==> src/rtl/fifo_rd_stream_pkg.sv <==
// fifo_rd_stream_pkg: shared occupancy type and default widths for the FIFO read-side drain stage
package fifo_rd_stream_pkg;
  localparam int DEF_WIDTH = 32;
  localparam int DEF_CNT_W = 16;
  typedef enum logic [1:0] {
    EMPTY = 2'd0,
    ONE   = 2'd1,
    TWO   = 2'd2
  } occ_t;
endpackage

==> src/rtl/fifo_rd_skid.sv <==
// fifo_rd_skid: 2-entry head/tail skid buffer with occupancy FSM; head is always the oldest word
module fifo_rd_skid
  import fifo_rd_stream_pkg::*;
#(
  parameter int WIDTH = DEF_WIDTH
) (
  input  logic             clk_out,
  input  logic             reset,
  input  logic             flush,
  input  logic             push,
  input  logic [WIDTH-1:0] din,
  input  logic             ready,
  output logic             pop,
  output logic             valid,
  output logic [WIDTH-1:0] data,
  output occ_t             occ
);
  occ_t             occ_next;
  logic [WIDTH-1:0] head;
  logic [WIDTH-1:0] tail;
  logic             empty_after_pop;
  assign valid           = occ != EMPTY;
  assign pop             = valid && ready;
  assign data            = head;
  assign empty_after_pop = occ == EMPTY || (occ == ONE && pop);
  // occupancy next state: flush empties, arrival and pop together leave it unchanged
  always_comb begin
    occ_next = occ;
    if (flush)
      occ_next = EMPTY;
    else if (push && !pop)
      occ_next = (occ == EMPTY) ? ONE : TWO;
    else if (pop && !push)
      occ_next = (occ == TWO) ? ONE : EMPTY;
  end
  // occupancy state register
  always_ff @(posedge clk_out or negedge reset)
    if (!reset)
      occ <= EMPTY;
    else
      occ <= occ_next;
  // storage: tail shifts into head on pop from TWO; an arrival fills whichever slot is free after the pop
  always_ff @(posedge clk_out or negedge reset)
    if (!reset) begin
      head <= '0;
      tail <= '0;
    end else if (!flush) begin
      if (pop && occ == TWO)
        head <= tail;
      if (push) begin
        if (empty_after_pop)
          head <= din;
        else
          tail <= din;
      end
    end
endmodule

==> src/rtl/fifo_rd_stream.sv <==
// fifo_rd_stream: drains the async FIFO read port into a valid/ready stream at one word per cycle
module fifo_rd_stream
  import fifo_rd_stream_pkg::*;
#(
  parameter int WIDTH = DEF_WIDTH,
  parameter int CNT_W = DEF_CNT_W
) (
  input  logic             clk_out,
  input  logic             reset,
  input  logic [WIDTH-1:0] fifo_data,
  input  logic             fifo_empty,
  output logic             fifo_remove,
  input  logic             flush,
  output logic [WIDTH-1:0] m_data,
  output logic             m_valid,
  input  logic             m_ready,
  output logic [CNT_W-1:0] xfer_count
);
  occ_t       occ;
  logic       inflight;
  logic       drop;
  logic       pop;
  logic       push;
  logic [2:0] committed;
  // words already owned by the buffer after this cycle's pop, counting the one on the FIFO bus
  assign committed   = {1'b0, occ} + {2'b0, inflight} - {2'b0, pop};
  // gated by reset so no remove leaks out while the block is held in reset
  assign fifo_remove = reset && !fifo_empty && !flush && committed < 3'd2;
  assign push        = inflight && !drop && !flush;
  fifo_rd_skid #(.WIDTH(WIDTH)) u_skid (
    .clk_out (clk_out),
    .reset   (reset),
    .flush   (flush),
    .push    (push),
    .din     (fifo_data),
    .ready   (m_ready),
    .pop     (pop),
    .valid   (m_valid),
    .data    (m_data),
    .occ     (occ)
  );
  // track the word on the FIFO bus next cycle and whether a flush has disowned it
  always_ff @(posedge clk_out or negedge reset)
    if (!reset) begin
      inflight <= 1'b0;
      drop     <= 1'b0;
    end else begin
      inflight <= fifo_remove;
      drop     <= flush && (inflight || fifo_remove);
    end
  // delivered-word counter, untouched by flush, wraps naturally
  always_ff @(posedge clk_out or negedge reset)
    if (!reset)
      xfer_count <= '0;
    else if (pop)
      xfer_count <= xfer_count + CNT_W'(1);
endmodule
==> config.mk <==
export PLATFORM = sky130hd
export DESIGN_NAME = fifo_rd_stream
export DESIGN_NICKNAME = d
export VERILOG_FILES = /design/src/rtl/fifo_rd_stream_pkg.sv /design/src/rtl/fifo_rd_skid.sv /design/src/rtl/fifo_rd_stream.sv
export SDC_FILE = /design/constraint.sdc
export NUM_CORES = 1
export LEC_CHECK = 0
export ABC_AREA = 1
export CORE_ASPECT_RATIO = 1.75
export CORE_MARGIN = 8
export CORE_UTILIZATION = 55
export CTS_CLUSTER_SIZE = 25
export DETAILED_ROUTE_END_ITERATION = 10
export HOLD_SLACK_MARGIN = 0.06
export PLACE_DENSITY = 0.95
export SYNTH_ARGS = -nofsm -noshare
export SYNTH_HDL_FRONTEND = slang
export SYNTH_HIERARCHICAL = 1
export SYNTH_SLANG_ARGS = --single-unit
==> constraint.sdc <==
create_clock -name clk_out -period 5.05 [get_ports clk_out]
set_input_delay 1.01 -clock clk_out [delete_from_list [all_inputs] [get_ports clk_out]]
set_output_delay 1.01 -clock clk_out [all_outputs]
set_load 0.005 [all_outputs]
==> results of run 1 <==
-- per-stage QoR --
step	instance area, um^2	setup slack, ns	std cells
detailed placement	5441	0.7324	722
floorplan	4679	1.550	576
CTS	5724	0.7139	737
global placement	5441	0.7967	722
global route	5724	0.5353	737
finish	5724	0.6963	737
-- power by group --
group	switching [mW]	leakage [nW]	total, mW	internal (mW)
Sequential	0.0659	1.12	0.807	0.741
Combinational	0.167	1.58	0.361	0.194
Clock	0.258	0.142	0.636	0.378
Total	0.491	2.84	1.80	1.31
-- flip-flops by register name (all words and copies together), names as in the netlist --
| register | count |
|---|---|
| u_skid/tail | 32 |
| drop | 1 |
| u_skid/data | 32 |
| inflight | 1 |
| xfer_count | 16 |
| u_skid/occ | 2 |
-- kinds of logic (layout without fill, tap and decap cells) --
kind of cell | Yosys count | after routing | share of synthesized area (%)
flops | 84 | 84 | 44.92
xor+xnor | 8 | 8 | 1.497
buf+inv | 99 | 168 | 10.32
fa+ha+maj | 3 | 3 | 0.9625
simple gates | 349 | 349 | 36.15
compound gates | 33 | 33 | 6.150
-- worst reg2reg max path, cell delays in order, from the launching register on --
cell and delay, ns:
dfrtp_1 0.40, inv_4 0.08, nand2_8 0.10, nand2_1 0.07, inv_1 0.34, ha_1 0.32, inv_1 0.05, nand2_1 0.07
fa_1 0.49, nand2_1 0.05, nor4_1 0.29
-- layout by cell type, fill, tap and decap left out, types with 2 or more instances in the layout --
cell / instances
nor2_4: 3
xor2_1: 5
nand3_1: 106
clkdlybuf4s50_1: 83
buf_2: 2
clkbuf_16: 9
nand2_2: 6
nor2_2: 4
nand2_1: 168
clkinv_2: 3
buf_4: 7
inv_1: 54
nor2_1: 9
o21ai_2: 32
inv_2: 6
dfrtp_1: 84
nand3_2: 3
nand2_4: 3
ha_1: 2
nor3_1: 2
nand4_1: 38
xnor2_1: 3
-- worst paths after layout --
kind / to / cells after the start / start
setup / recovery: fifo_remove / 10 / m_ready
hold / removal: u_skid/tail[7] / 2 / u_skid/tail[7]
setup reg to reg: inflight / 10 / u_skid/occ[1]
hold reg to reg: u_skid/tail[7] / 2 / u_skid/tail[7]
max in group asynchronous: u_skid/tail[21] / 2 / reset
min in group asynchronous: xfer_count[11] / 2 / reset
-- layer usage --
metal / routed length, um / part of all wire [%]
met1: 4623 / 37
met2: 6650 / 53
met3: 882 / 7.0
met4: 503 / 4.0
met5: 0 / 0
-- layout make-up --
class,count,area share [%]
clock buffers,10,4.000
well taps,92,2.011
repair buffers,92,15.61
clock inverters,5,0.9399
multi-input cells,393,36.68
inverters,61,4.044
flip-flops and latches,84,36.72
==> results.md, run 1 <==
- Status: finished clean
- Yosys Warn Count: 6
- Post CTS Setup Buffer Count: 0
- Synth Register Bits: 84
- Post-DP HPWL: 8065 um
- Resized Gates After CTS: 0
- Starting DRT DRC Count: 486
- P&R area growth vs syn: 22.33%
- Root Buffer: clkbuf_16
- Count of cell types in the netlist: 30
- Gr usage total: 22.00%
- TNS Setup: 0 ns
- Worst Clk Skew: 0.005993 ns
- Crit path buf inv count: 4
- Clock tree sinks: 84
- VDD IR max: 0.2135 mV
- Rows: 44
- Die W: 85.73 um
- Filler cell count: 633
- Share of the synthesized area in the top cell type: 44.92%
- Final Hold Viols: 0
- Worst Path Required: 4.04 ns
- TritonCTS clock tree: done
- Synthesized instance count: 576
- Multi-input gate area: 2100 um^2
- ANT cells: 0
- Vias per cell: 5.954
- Slowest cell on crit path: clkdlybuf4s50_1
- Tcrit/Tclk final: 86.21%
- CP arrival: 3.34 ns
- Die height: 138.0 um
- Routed length per instance: 17.18 um
- Max cap viols: 0
- Fraction of layout cells with a size suffix above 1: 13.33%
- LEAKAGE: 2.840 nW
- Cts hold-fix bufs: 0
- Worst-path maximum fanout: 11
- Initial antenna violation count: 0
- Total power: 1.805 mW
- Leading area contributor after synthesis: dfrtp_1
- GRT busiest layer: met2
- Met2 GRT Util: 37.76%
- R2R setup slack: 2.68 ns
- Crit-path cells: buf_2 -> nand2_1 -> inv_1 -> ha_1 -> inv_1 -> nand2_1 -> fa_1 -> nand2_1 -> nor4_1 -> clkdlybuf4s50_1
- Starting Density: 56.67%
- Post-synth top cells: 168 x nand2_1, 106 x nand3_1, 84 x dfrtp_1, 54 x inv_1, 38 x nand4_1
- Number of remaining DRC errors: 0
- Async set or reset register ratio after synthesis: 100.0%
- Worst-path clk slew: 0.05 ns
- Syn_nets: 616
- Met1 usage: 23.97%
- Sequential share of the synthesized area: 44.92%
- CP Launch Type: input port
- Top cell by count, worst path: nand2_1
- Drt pass-1 iters: 7
- Slew Limit Fails: 0
- Most common cell in the netlist: nand2_1
- Num CTS Buffers: 9
- Pin count of the biggest net entering global routing: 85
- Crit Path Class: in2out
- Routed Antenna Nets: 0
- Total die area: 11830 um^2
- Total grt overflow: 0
- Routed WL: 12660 um
- Post-Syn Area: 4679 um^2
- Gpl congestion: 0.8442
- RSZ-0062 raised after global routing: false
- Routed vias: 4388
- Buffers on Ports: 86
- Skew-Pair Late Insertion Delay: 0.34 ns
- Avg Cell Area, Syn: 8.124 um^2
- Core footprint: 8258 um^2
- GRT met3 Usage: 5.045%
- Worst hold margin: 0.4812 ns
- Core Util, Final: 69.32%
- First-pass GRT wire length: 20980 um
- Synth area leaders: dfrtp_1 45%, nand2_1 13%, nand3_1 11%, o21ai_2 6.0%, nand4_1 5.1%
- Layout Nets: 681
- Register area: 2102 um^2
- Worst Hold Class: reg2reg
- Final setup violation count: 0
- Worst-Margin Slew: 1.054 ns
- CP delay by family, top: buffers and inverters
- Max incr delay on CP: 0.57 ns
- Post-synth EDFFs: 0
- Tmin final: 4.354 ns
- Critical path endpoint category: primary output
- Number of top-level pins: 87
- Main synth FF type: dfrtp_1
- # H-tree levels: 3
- Worst-case clock buffer depth: 2
- Power Dens Cells: 315.2 nW/um^2
- Number of global-route vias before repair: 4366
- Achievable Freq: 229.7 MHz
- Relative slew slack: 29.77%
No activity file was read; power rests on OpenSTA's default activity.
==> inputs of run 2 (changes only) <==
- CELL_PAD_IN_SITES_DETAIL_PLACEMENT: unset -> 1
- CELL_PAD_IN_SITES_GLOBAL_PLACEMENT: unset -> 1
- CORE_UTILIZATION: 55 -> 42
==> run 2 against run 1 <==
Fmax increased by 0.51%. Non-clock buffer count unchanged. Global-route usage decreased by 0.67 points. Hold slack improved by 0.0031 ns. First-iteration DRC count decreased by 50%. Combinational power increased by 4%. Clock power increased by 4.4%. Sequential cell count unchanged. Register-to-register slack got worse by 0.31 ns. Via count increased by 0.59%. Sequential power increased by 0.5%. Critical path type unchanged. Critical endpoint unchanged. Largest cell class unchanged.
==> results.md, run 2 (synthesis results as in run 1) <==
- Status: finished clean
- Worst-path clk slew: 0.06 ns (about the same)
- Number of global-route vias before repair: 5040 (+15%)
- Comb pwr share: 20.3% (+0.3 points)
- Achievable Freq: 230.9 MHz (+0.51%)
- CP arrival: 3.32 ns (-0.02 ns)
- Gpl congestion: 0.8201 (-2.9%)
- Slew Limit Fails: 0 (unchanged)
- LEAKAGE: 2.837 nW (-0.11%)
- Placed Cells: 762 (+5.5%)
- Pin count of the biggest net entering global routing: 78 (-8.2%)
- Starting Density: 42.64% (-14 points)
- Fraction of layout cells with a size suffix above 1: 13.33% (unchanged)
- Final Hold Viols: 0 (unchanged)
- Clk pwr share: 35.9% (+0.6 points)
- TritonCTS clock tree: done
- Layout Nets: 681 (unchanged)
- Total grt overflow: 0 (unchanged)
- Die height: 155.6 um (+13%)
- Cts hold-fix bufs: 0 (unchanged)
- Register area: 2102 um^2 (unchanged)
- ANT cells: 0 (unchanged)
- Routed vias: 4414 (+0.59%)
- Starting DRT DRC Count: 242 (-50%)
- Worst setup margin: 0.7184 ns (+0.02205 ns)
- Routed Antenna Nets: 0 (unchanged)
- Worst Hold Class: reg2reg
- Reg power frac: 43.8% (-0.9 points)
- First-pass GRT wire length: 24980 um (+19%)
- Commonest non-fill, non-tap cell in the layout: nand2_1
- Tmin final: 4.332 ns (-0.02205 ns)
- HP Start: u_skid/tail[7]
- Worst-path maximum fanout: 11 (unchanged)
- Skew-Pair Late Insertion Delay: 0.34 ns (about the same)
- Max incr delay on CP: 0.58 ns (about the same)
- Crit Path Class: in2out
- # H-tree levels: 3 (unchanged)
- Resized Gates After CTS: 0 (unchanged)
- RSZ-0062 raised after global routing: false
- P&R area growth vs syn: 23.61%
- Root Buffer: clkbuf_16
- Number of top-level pins: 87 (unchanged)
- Core footprint: 10980 um^2 (+33%)
- Most frequent cells in the layout: 168 x nand2_1, 106 x nand3_1, 84 x dfrtp_1
- Total power: 1.850 mW (+2.5%)
- Internal: 1.329 mW (+1.1%)
- Worst Clk Skew: 0.008788 ns (+0.002795 ns)
- Crit-path cells: buf_2 -> nand2_1 -> inv_1 -> buf_4 -> ha_1 -> inv_1 -> nand2_1 -> fa_1 -> nand2_1 -> nor4_1 -> clkdlybuf4s50_1
- TNS Setup: 0 ns (unchanged)
- Post CTS Setup Buffer Count: 0 (unchanged)
- Drt pass-1 iters: 4 (-3)
- Post-DP HPWL: 10020 um (+24%)
- Crit path launch: m_ready
- Tcrit/Tclk final: 85.77% (-0.44 points)
- Multi-input gate area: 2100 um^2 (unchanged)
- VDD IR max: 0.1756 mV (-18%)
- Clock tree sinks: 84 (unchanged)
- Relative slew slack: 23.27% (-6.5 points)
- Filler cell count: 1319 (+110%)
- Worst Path Required: 4.04 ns (about the same)
- Gr usage total: 21.33% (-0.67 points)
- Routed length per instance: 19.81 um (+15%)
- Net Sw Frac: 28.18% (+0.98 points)
- Initial antenna violation count: 0 (unchanged)
- Top cell by count, worst path: nand2_1
- NetSw: 0.5212 mW (+6.2%)
- Worst-case clock buffer depth: 2 (unchanged)
- Vias per cell: 5.681 (-4.6%)
- CP Launch Type: input port
- Number of remaining DRC errors: 0 (unchanged)
- Power Dens Cells: 319.8 nW/um^2 (+1.4%)
- Critical path endpoint category: primary output
- Routed WL: 15400 um (+22%)
- Final setup violation count: 0 (unchanged)
- Num CTS Buffers: 9 (unchanged)
- Worst-Margin Slew: 1.149 ns (+0.09520 ns)
- Total die area: 14910 um^2 (+26%)
- Die W: 95.79 um (+12%)
- Buffers on Ports: 86 (unchanged)
- Pre-CTS setup slack: 0.7595 ns (+0.02718 ns)
- Layout Cells excl Fill: 777 (+5.4%)
- Reg2Reg Launch Point: inflight
- Slowest cell on crit path: clkdlybuf4s50_1
- Max cap viols: 0 (unchanged)
- Rows: 51 (+16%)
run 2: cell count changes in the layout (fill, tap and decap cells not counted):
cell,before,now
clkinv_2,3,1
clkinvlp_4,0,2
clkbuf_8,0,1
clkinv_4,1,0
run 2: worst paths after layout:
check / end / slack, ns / depth (start not counted)
worst max-delay path: fifo_remove / 0.72 / 11
worst min-delay path: u_skid/tail[7] / 0.48 / 2
worst max register to register: u_skid/tail[11] / 2.37 / 5
worst min register to register: u_skid/tail[7] / 0.48 / 2
max in group asynchronous: u_skid/tail[10] / 3.36 / 2
min in group asynchronous: xfer_count[15] / 0.49 / 1
run 2: cell type report:
cell class,count,share of cell area (%)
flip-flops and latches,84,36.34
multi-input cells,393,36.30
repair buffers,92,15.44
clock buffers,11,4.196
inverters,61,4.002
well taps,132,2.855
clock inverters,4,0.8652
run 2: metal layers:
layer	track usage, %	part of all wire [%]
met5	0	0
met4	12.68	3.9
met3	2.651	4.6
met2	38.90	56
met1	22.11	36
run 2: per-stage QoR:
stage | utilization (%) | hold WS, ns | area [um^2]
2_1_floorplan | - | 0.4307 | 4679
3_3_place_gp | 50.03 | 0.4637 | 5492
3_5_place_dp | 50.03 | 0.4697 | 5492
4_1_cts | 52.70 | 0.4796 | 5784
5_1_grt | 52.70 | 0.4896 | 5784
6_report | 52.70 | 0.4843 | 5784
run 2: power groups by stage:
| stage | registers, mW | clock network [mW] | logic, mW |
|---|---|---|---|
| 6_report | 0.811 | 0.664 | 0.375 |
| 5_1_grt | 0.819 | 0.692 | 0.414 |
| 4_1_cts | 0.810 | 0.677 | 0.382 |
| 3_5_place_dp | 0.821 | 0 | 0.376 |
| 3_3_place_gp | 0.815 | 0 | 0.354 |
| 2_1_floorplan | 0.811 | 0 | 0.157 |
run 2: critical path: cells and delay by family:
family / cells / cell delay, ns
buffers and inverters: 5 / 0.99
adders and majority gates: 2 / 0.79
and+or+nand+nor: 4 / 0.54
